$ cat config.mk
export PLATFORM = sky130hd
export DESIGN_NAME = spi_ram_responder
export DESIGN_NICKNAME = d
export VERILOG_FILES = /design/src/rtl/spi_ram_responder.sv
export SDC_FILE = /design/constraint.sdc
export NUM_CORES = 2
export LEC_CHECK = 0
export CAP_MARGIN = 20
export CORE_UTILIZATION = 42
export DETAILED_ROUTE_END_ITERATION = 6
export PLACE_DENSITY = 0.65
export SYNTH_ARGS = -nofsm -noshare
export SYNTH_HDL_FRONTEND = slang
export SYNTH_SLANG_ARGS = --single-unit
$ cat constraint.sdc
create_clock -name clk -period 6.5 [get_ports clk]
set_input_delay 1.3 -clock clk [delete_from_list [all_inputs] [get_ports clk]]
set_output_delay 1.3 -clock clk [all_outputs]
set_load 0.02 [all_outputs]
$ cat src/rtl/spi_ram_responder.sv
// Serial-RAM SPI target: READ 0x03 / WRITE 0x02, ADDR_BITS address, streaming data bytes,
// backed by an internal byte array. SPI lines are oversampled in the clk domain.
module spi_ram_responder #(
    parameter int ADDR_BITS   = 16,
    parameter int DEPTH_BYTES = 256,
    parameter int SYNC_STAGES = 2
) (
    input  logic                 clk,
    input  logic                 rst_n,
    input  logic                 spi_clk,
    input  logic                 spi_select,
    input  logic                 spi_mosi,
    output logic                 spi_miso,
    output logic                 active,
    output logic                 wr_strobe,
    output logic [ADDR_BITS-1:0] wr_addr,
    output logic [7:0]           wr_data,
    output logic                 cmd_err
);

    localparam int IDX_BITS = (DEPTH_BYTES > 1) ? $clog2(DEPTH_BYTES) : 1;
    localparam int CNT_BITS = (ADDR_BITS > 8) ? $clog2(ADDR_BITS) : 3;
    localparam logic [7:0]          CMD_READ      = 8'h03;
    localparam logic [7:0]          CMD_WRITE     = 8'h02;
    localparam logic [CNT_BITS-1:0] LAST_DATA_BIT = CNT_BITS'(7);
    localparam logic [CNT_BITS-1:0] LAST_ADDR_BIT = CNT_BITS'(ADDR_BITS - 1);

    typedef enum logic [2:0] {IDLE, CMD, ADDR, RDATA, WDATA, IGNORE} state_t;

    logic sclk_s, sel_s, mosi_s;

    generate
        if (SYNC_STAGES > 0) begin : g_sync
            logic [SYNC_STAGES-1:0] sclk_pipe, sel_pipe, mosi_pipe;

            always_ff @(posedge clk or negedge rst_n) begin
                if (!rst_n) begin
                    sclk_pipe <= '0;
                    sel_pipe  <= '1;  // leave reset looking deselected
                    mosi_pipe <= '0;
                end else begin
                    sclk_pipe[0] <= spi_clk;
                    sel_pipe[0]  <= spi_select;
                    mosi_pipe[0] <= spi_mosi;
                    for (int i = 1; i < SYNC_STAGES; i++) begin
                        sclk_pipe[i] <= sclk_pipe[i-1];
                        sel_pipe[i]  <= sel_pipe[i-1];
                        mosi_pipe[i] <= mosi_pipe[i-1];
                    end
                end
            end

            assign sclk_s = sclk_pipe[SYNC_STAGES-1];
            assign sel_s  = sel_pipe[SYNC_STAGES-1];
            assign mosi_s = mosi_pipe[SYNC_STAGES-1];
        end else begin : g_nosync
            assign sclk_s = spi_clk;
            assign sel_s  = spi_select;
            assign mosi_s = spi_mosi;
        end
    endgenerate

    logic sclk_q;
    logic rise, fall;

    always_ff @(posedge clk or negedge rst_n) begin
        if (!rst_n) sclk_q <= 1'b0;
        else        sclk_q <= sclk_s;
    end

    // mosi_s is the sample taken alongside the sclk_s that produced the rise
    assign rise = sclk_s & ~sclk_q;
    assign fall = ~sclk_s & sclk_q;

    state_t               state;
    logic [CNT_BITS-1:0]  bit_cnt;
    logic [6:0]           shift_in;
    logic [7:0]           rd_shift;
    logic [ADDR_BITS-1:0] addr;
    logic                 is_write;
    logic [7:0]           mem [DEPTH_BYTES];

    logic [7:0]          byte_in;
    logic [7:0]          rd_byte;
    logic [IDX_BITS-1:0] idx;
    logic                commit;

    assign byte_in = {shift_in, mosi_s};
    assign idx     = addr[IDX_BITS-1:0];
    assign rd_byte = mem[idx];
    assign active  = (state != IDLE);
    // Independent of select: an 8th rise seen with the deselect still commits.
    assign commit  = (state == WDATA) && rise && (bit_cnt == LAST_DATA_BIT);

    // NOTE: storage has no reset; a reset loop over every byte would defeat RAM inference.
    always_ff @(posedge clk) begin
        if (commit) mem[idx] <= byte_in;
    end

    // NOTE: every register below is state, so only non-blocking assignments are used;
    // blocking ones would let later statements see same-cycle values and race other blocks.
    always_ff @(posedge clk or negedge rst_n) begin
        if (!rst_n) begin
            state     <= IDLE;
            bit_cnt   <= '0;
            shift_in  <= '0;
            rd_shift  <= '0;
            addr      <= '0;
            is_write  <= 1'b0;
            spi_miso  <= 1'b0;
            wr_strobe <= 1'b0;
            wr_addr   <= '0;
            wr_data   <= '0;
            cmd_err   <= 1'b0;
        end else begin
            wr_strobe <= 1'b0;
            if (commit) begin
                wr_strobe <= 1'b1;
                wr_addr   <= addr;
                wr_data   <= byte_in;
            end

            if (sel_s) begin
                state    <= IDLE;
                bit_cnt  <= '0;
                shift_in <= '0;
                spi_miso <= 1'b0;
            end else begin
                case (state)
                    IDLE: begin
                        state   <= CMD;
                        bit_cnt <= '0;
                    end
                    CMD: if (rise) begin
                        shift_in <= byte_in[6:0];
                        bit_cnt  <= bit_cnt + 1'b1;
                        if (bit_cnt == LAST_DATA_BIT) begin
                            bit_cnt <= '0;
                            if (byte_in == CMD_READ) begin
                                state    <= ADDR;
                                is_write <= 1'b0;
                            end else if (byte_in == CMD_WRITE) begin
                                state    <= ADDR;
                                is_write <= 1'b1;
                            end else begin
                                state   <= IGNORE;
                                cmd_err <= 1'b1;
                            end
                        end
                    end
                    ADDR: if (rise) begin
                        addr    <= {addr[ADDR_BITS-2:0], mosi_s};
                        bit_cnt <= bit_cnt + 1'b1;
                        if (bit_cnt == LAST_ADDR_BIT) begin
                            bit_cnt <= '0;
                            state   <= is_write ? WDATA : RDATA;
                        end
                    end
                    RDATA: if (fall) begin
                        // bit 0 of a byte loads from storage; the rest come from rd_shift
                        if (bit_cnt == '0) begin
                            spi_miso <= rd_byte[7];
                            rd_shift <= {rd_byte[6:0], 1'b0};
                        end else begin
                            spi_miso <= rd_shift[7];
                            rd_shift <= {rd_shift[6:0], 1'b0};
                        end
                        if (bit_cnt == LAST_DATA_BIT) begin
                            bit_cnt <= '0;
                            addr    <= addr + 1'b1;
                        end else begin
                            bit_cnt <= bit_cnt + 1'b1;
                        end
                    end
                    WDATA: if (rise) begin
                        shift_in <= byte_in[6:0];
                        if (bit_cnt == LAST_DATA_BIT) begin
                            bit_cnt <= '0;
                            addr    <= addr + 1'b1;
                        end else begin
                            bit_cnt <= bit_cnt + 1'b1;
                        end
                    end
                    IGNORE: spi_miso <= 1'b0;
                    default: state <= IDLE;
                endcase
            end
        end
    end

endmodule

==> out/results.ini <==
[hold_path]
holdPathEnd = g_sync.sclk_pipe[1]
hold_class = register to register
min_from = g_sync.sclk_pipe[0]
holdPathStages = 0

[routing]
first_pass_iters = 6
wirelength_um = 218000
drt_iter0_drc = 5759
viasPerCell = 6.04
route.detailed.drc = 0
antenna_left = 0
wl_per_cell_um = 30.9
vias = 42500

[finish]
utilization = 0.478
antenna_cells = 0
fin_nets = 4242
final_layout_size_suffix_gt1_frac = 0.215
area_delta_synth_final_pct = 12.6

[yosys]
syn_area_mm2 = 0.0830
ys.warnings.count = 0
synth_top_family_by_area = multiplexers
ys.flop_type = edfxtp_1
ys_seq_area_frac = 0.762
synthTopCellsByCount = edfxtp_1, mux4_2, nor2_1
postSynthAreaPerCell_um2 = 20.1
synth_fa_ha_area_frac = 0.000904
synth-edff-count = 2048
yosys.area_share.simple = 0.0373
async_flop_share = 0.0340
yosysTopAreaCellShare = 0.741
ys_types = 73
yosys_register_bits = 2120
synth.most_common_cell = edfxtp_1
synth-xor-area-share = 0.000211
synthTopCellsByArea = edfxtp_1, mux4_2, mux2i_1
syn_nets = 4152
muxShareOfSynthArea = 0.152
synth-compound-area-share = 0.0304
synth_largest_area_cell = edfxtp_1
synthCells = 4141

[floorplan]
core_area_mm2 = 0.196
die_h_um = 447
fp.dieArea_mm2 = 0.199
boundaryPins = 33
row_count = 162
initial_core_util = 0.424
die-width_um = 447

[cts]
numCtsBuffers = 208
insertion_delay_ns = 0.89
cts_tree = done
post_cts_resized = 0
clkTransAtPathRegs_ns = 0.07
hold_buffers = 0
post_cts_buffers = 0
cts.sinks = 2120
cts_buffer_depth = 3
h-tree-depth = 4
root_buffer = clkbuf_16

[sta]
fin_crit_ns = 4.45
finalHoldViolCount = 0
fmax_ghz = 0.225
setup_ws_ns = 2.05
drv_slew = 0
finalSetupViolCount = 0
finalSetupTns_ns = 0
rsz0062_at_grt = false
finClkSkew_ns = 0.0501
tightest_slew_ns = 1.14
fin_crit_sh = 0.685
max_slew_margin = 0.237

[placement]
dp_hpwl_um = 131000
place_congestion = 0.883
port_buffers = 32
dp_slack_ns = 2.22

[power_and_ir_drop]
powerDensity_mw_per_mm2 = 310
peakVddDrop_uv = 246
clkPwrFrac = 0.430
p_sw_frac = 0.220
p_int_mw = 22.6
leakagePower_nw = 28.7
comb_power_share = 0.055
total_power_mw = 29.0
seqPwrFrac = 0.515
p_sw_mw = 6.38

[grt]
grt_pass1_vias = 41600
met2_usage = 0.340
grt_overflow = 0
grt.busiest_layer = met2
grt_use_met3 = 0.0441
grt_antenna_before_repair = 7
grt_max_degree = 196
grt.met1_usage = 0.310
grt_pass1_wl_um = 312000
grt_usage = 0.219

[setup_path]
end_kind = register
critical_path_class = register to register
start_kind = register
worstPathMaxFanout = 76
reg2reg_from = addr[0]
worstRegToRegCells = 7
worstReg2RegEnd = rd_shift[7]
rrSetupSlack_ns = 2.05
cp.arrival_ns = 5.18
required_ns = 7.23

[job]
cap_violations = 0

[run_status]
status = complete, no violations

[critical path: stages, from the launching register on]
cell       delay (ns)
dfrtp_4          0.90
buf_12           0.50
mux4_2           0.63
a221o_1          0.45
a22oi_1          0.76
o2bb2ai_1        0.20
a211oi_1         0.50
a21oi_1          0.13
[cell usage in the layout (no fill, tap or decap), drive strengths merged, types with 15 or more instances in the layout]
cell and count:
a21oi 64, clkbuf 250, a31oi 20, nor3 17, o21ai 45, a211oi 18
a22oi 63, clkdlybuf4s50 31, nor2b 17, clkinvlp 20, mux2i 178, o22ai 62
dfrtp 70, edfxtp 2048, mux4 474, nand3 74, nand2 157, nor2 365
inv 26, bufinv 30, a221oi 15, buf 100, clkinv 80
[routing by layer]
layer,share of wire,up-vias
li1,-,17300
met1,0.40,22500
met2,0.47,2302
met3,0.094,405
met4,0.035,0
met5,0,-
[through the flow]
step | hold slack, ns | cell area (um2) | cells
global placement | 0.343 | 86300 | 6643
finish | 0.355 | 93500 | 7037
detailed placement | 0.338 | 86300 | 6644
floorplan | 0.331 | 83000 | 4141
CTS | 0.358 | 93400 | 7036
global route | 0.359 | 93500 | 7037
[registers in the layout (all words and copies together), names as in the netlist, 2 cells and up]
signal,cells
wr_addr,16
g_sync.mosi_pipe,2
wr_data,8
g_sync.sclk_pipe,2
shift_in,7
rd_shift,7
mem,2048
g_sync.sel_pipe,2
bit_cnt,4
state,3
addr,16
[how the worst max path moves through the flow]
| stage | startpoint | end | cells past startpoint |
|---|---|---|---|
| after detailed placement | addr[0] | rd_shift[5] | 8 |
| after global routing | addr[0] | rd_shift[7] | 8 |
| final | addr[0] | rd_shift[7] | 7 |
| after floorplan | shift_in[0] | is_write | 5 |
| after global placement | addr[0] | rd_shift[6] | 8 |
| after CTS | addr[0] | rd_shift[3] | 8 |
[power by group through the flow]
stage | Clock (mW) | Combinational (mW) | Sequential, mW
after floorplan | 0 | 1.06 | 15.2
after global placement | 0 | 1.56 | 15.2
after detailed placement | 0 | 1.58 | 15.2
after CTS | 12.6 | 1.58 | 14.9
after global routing | 13.1 | 1.66 | 14.9
final | 12.5 | 1.59 | 14.9
[cells by family (layout without fill, tap and decap cells)]
family / after synthesis / in the layout
AOI/OAI and AO/OA: 372 / 372
xor gates and xnor gates: 2 / 2
adders and majority gates: 6 / 6
buffers and inverters: 265 / 537
DFF: 2120 / 2120
muxes: 664 / 664
and+or+nand+nor: 712 / 712
[layout make-up]
class	count	area [um2]
Tap cell	2624	3280
Multi-Input combinational cell	1756	18400
Clock buffer	250	5430
Fill cell	15700	102000
Clock inverter	142	1680
Inverter	14	57.6
Sequential cell	2120	63400
Timing Repair Buffer	131	1270
Power figures use the tool's default switching activity.
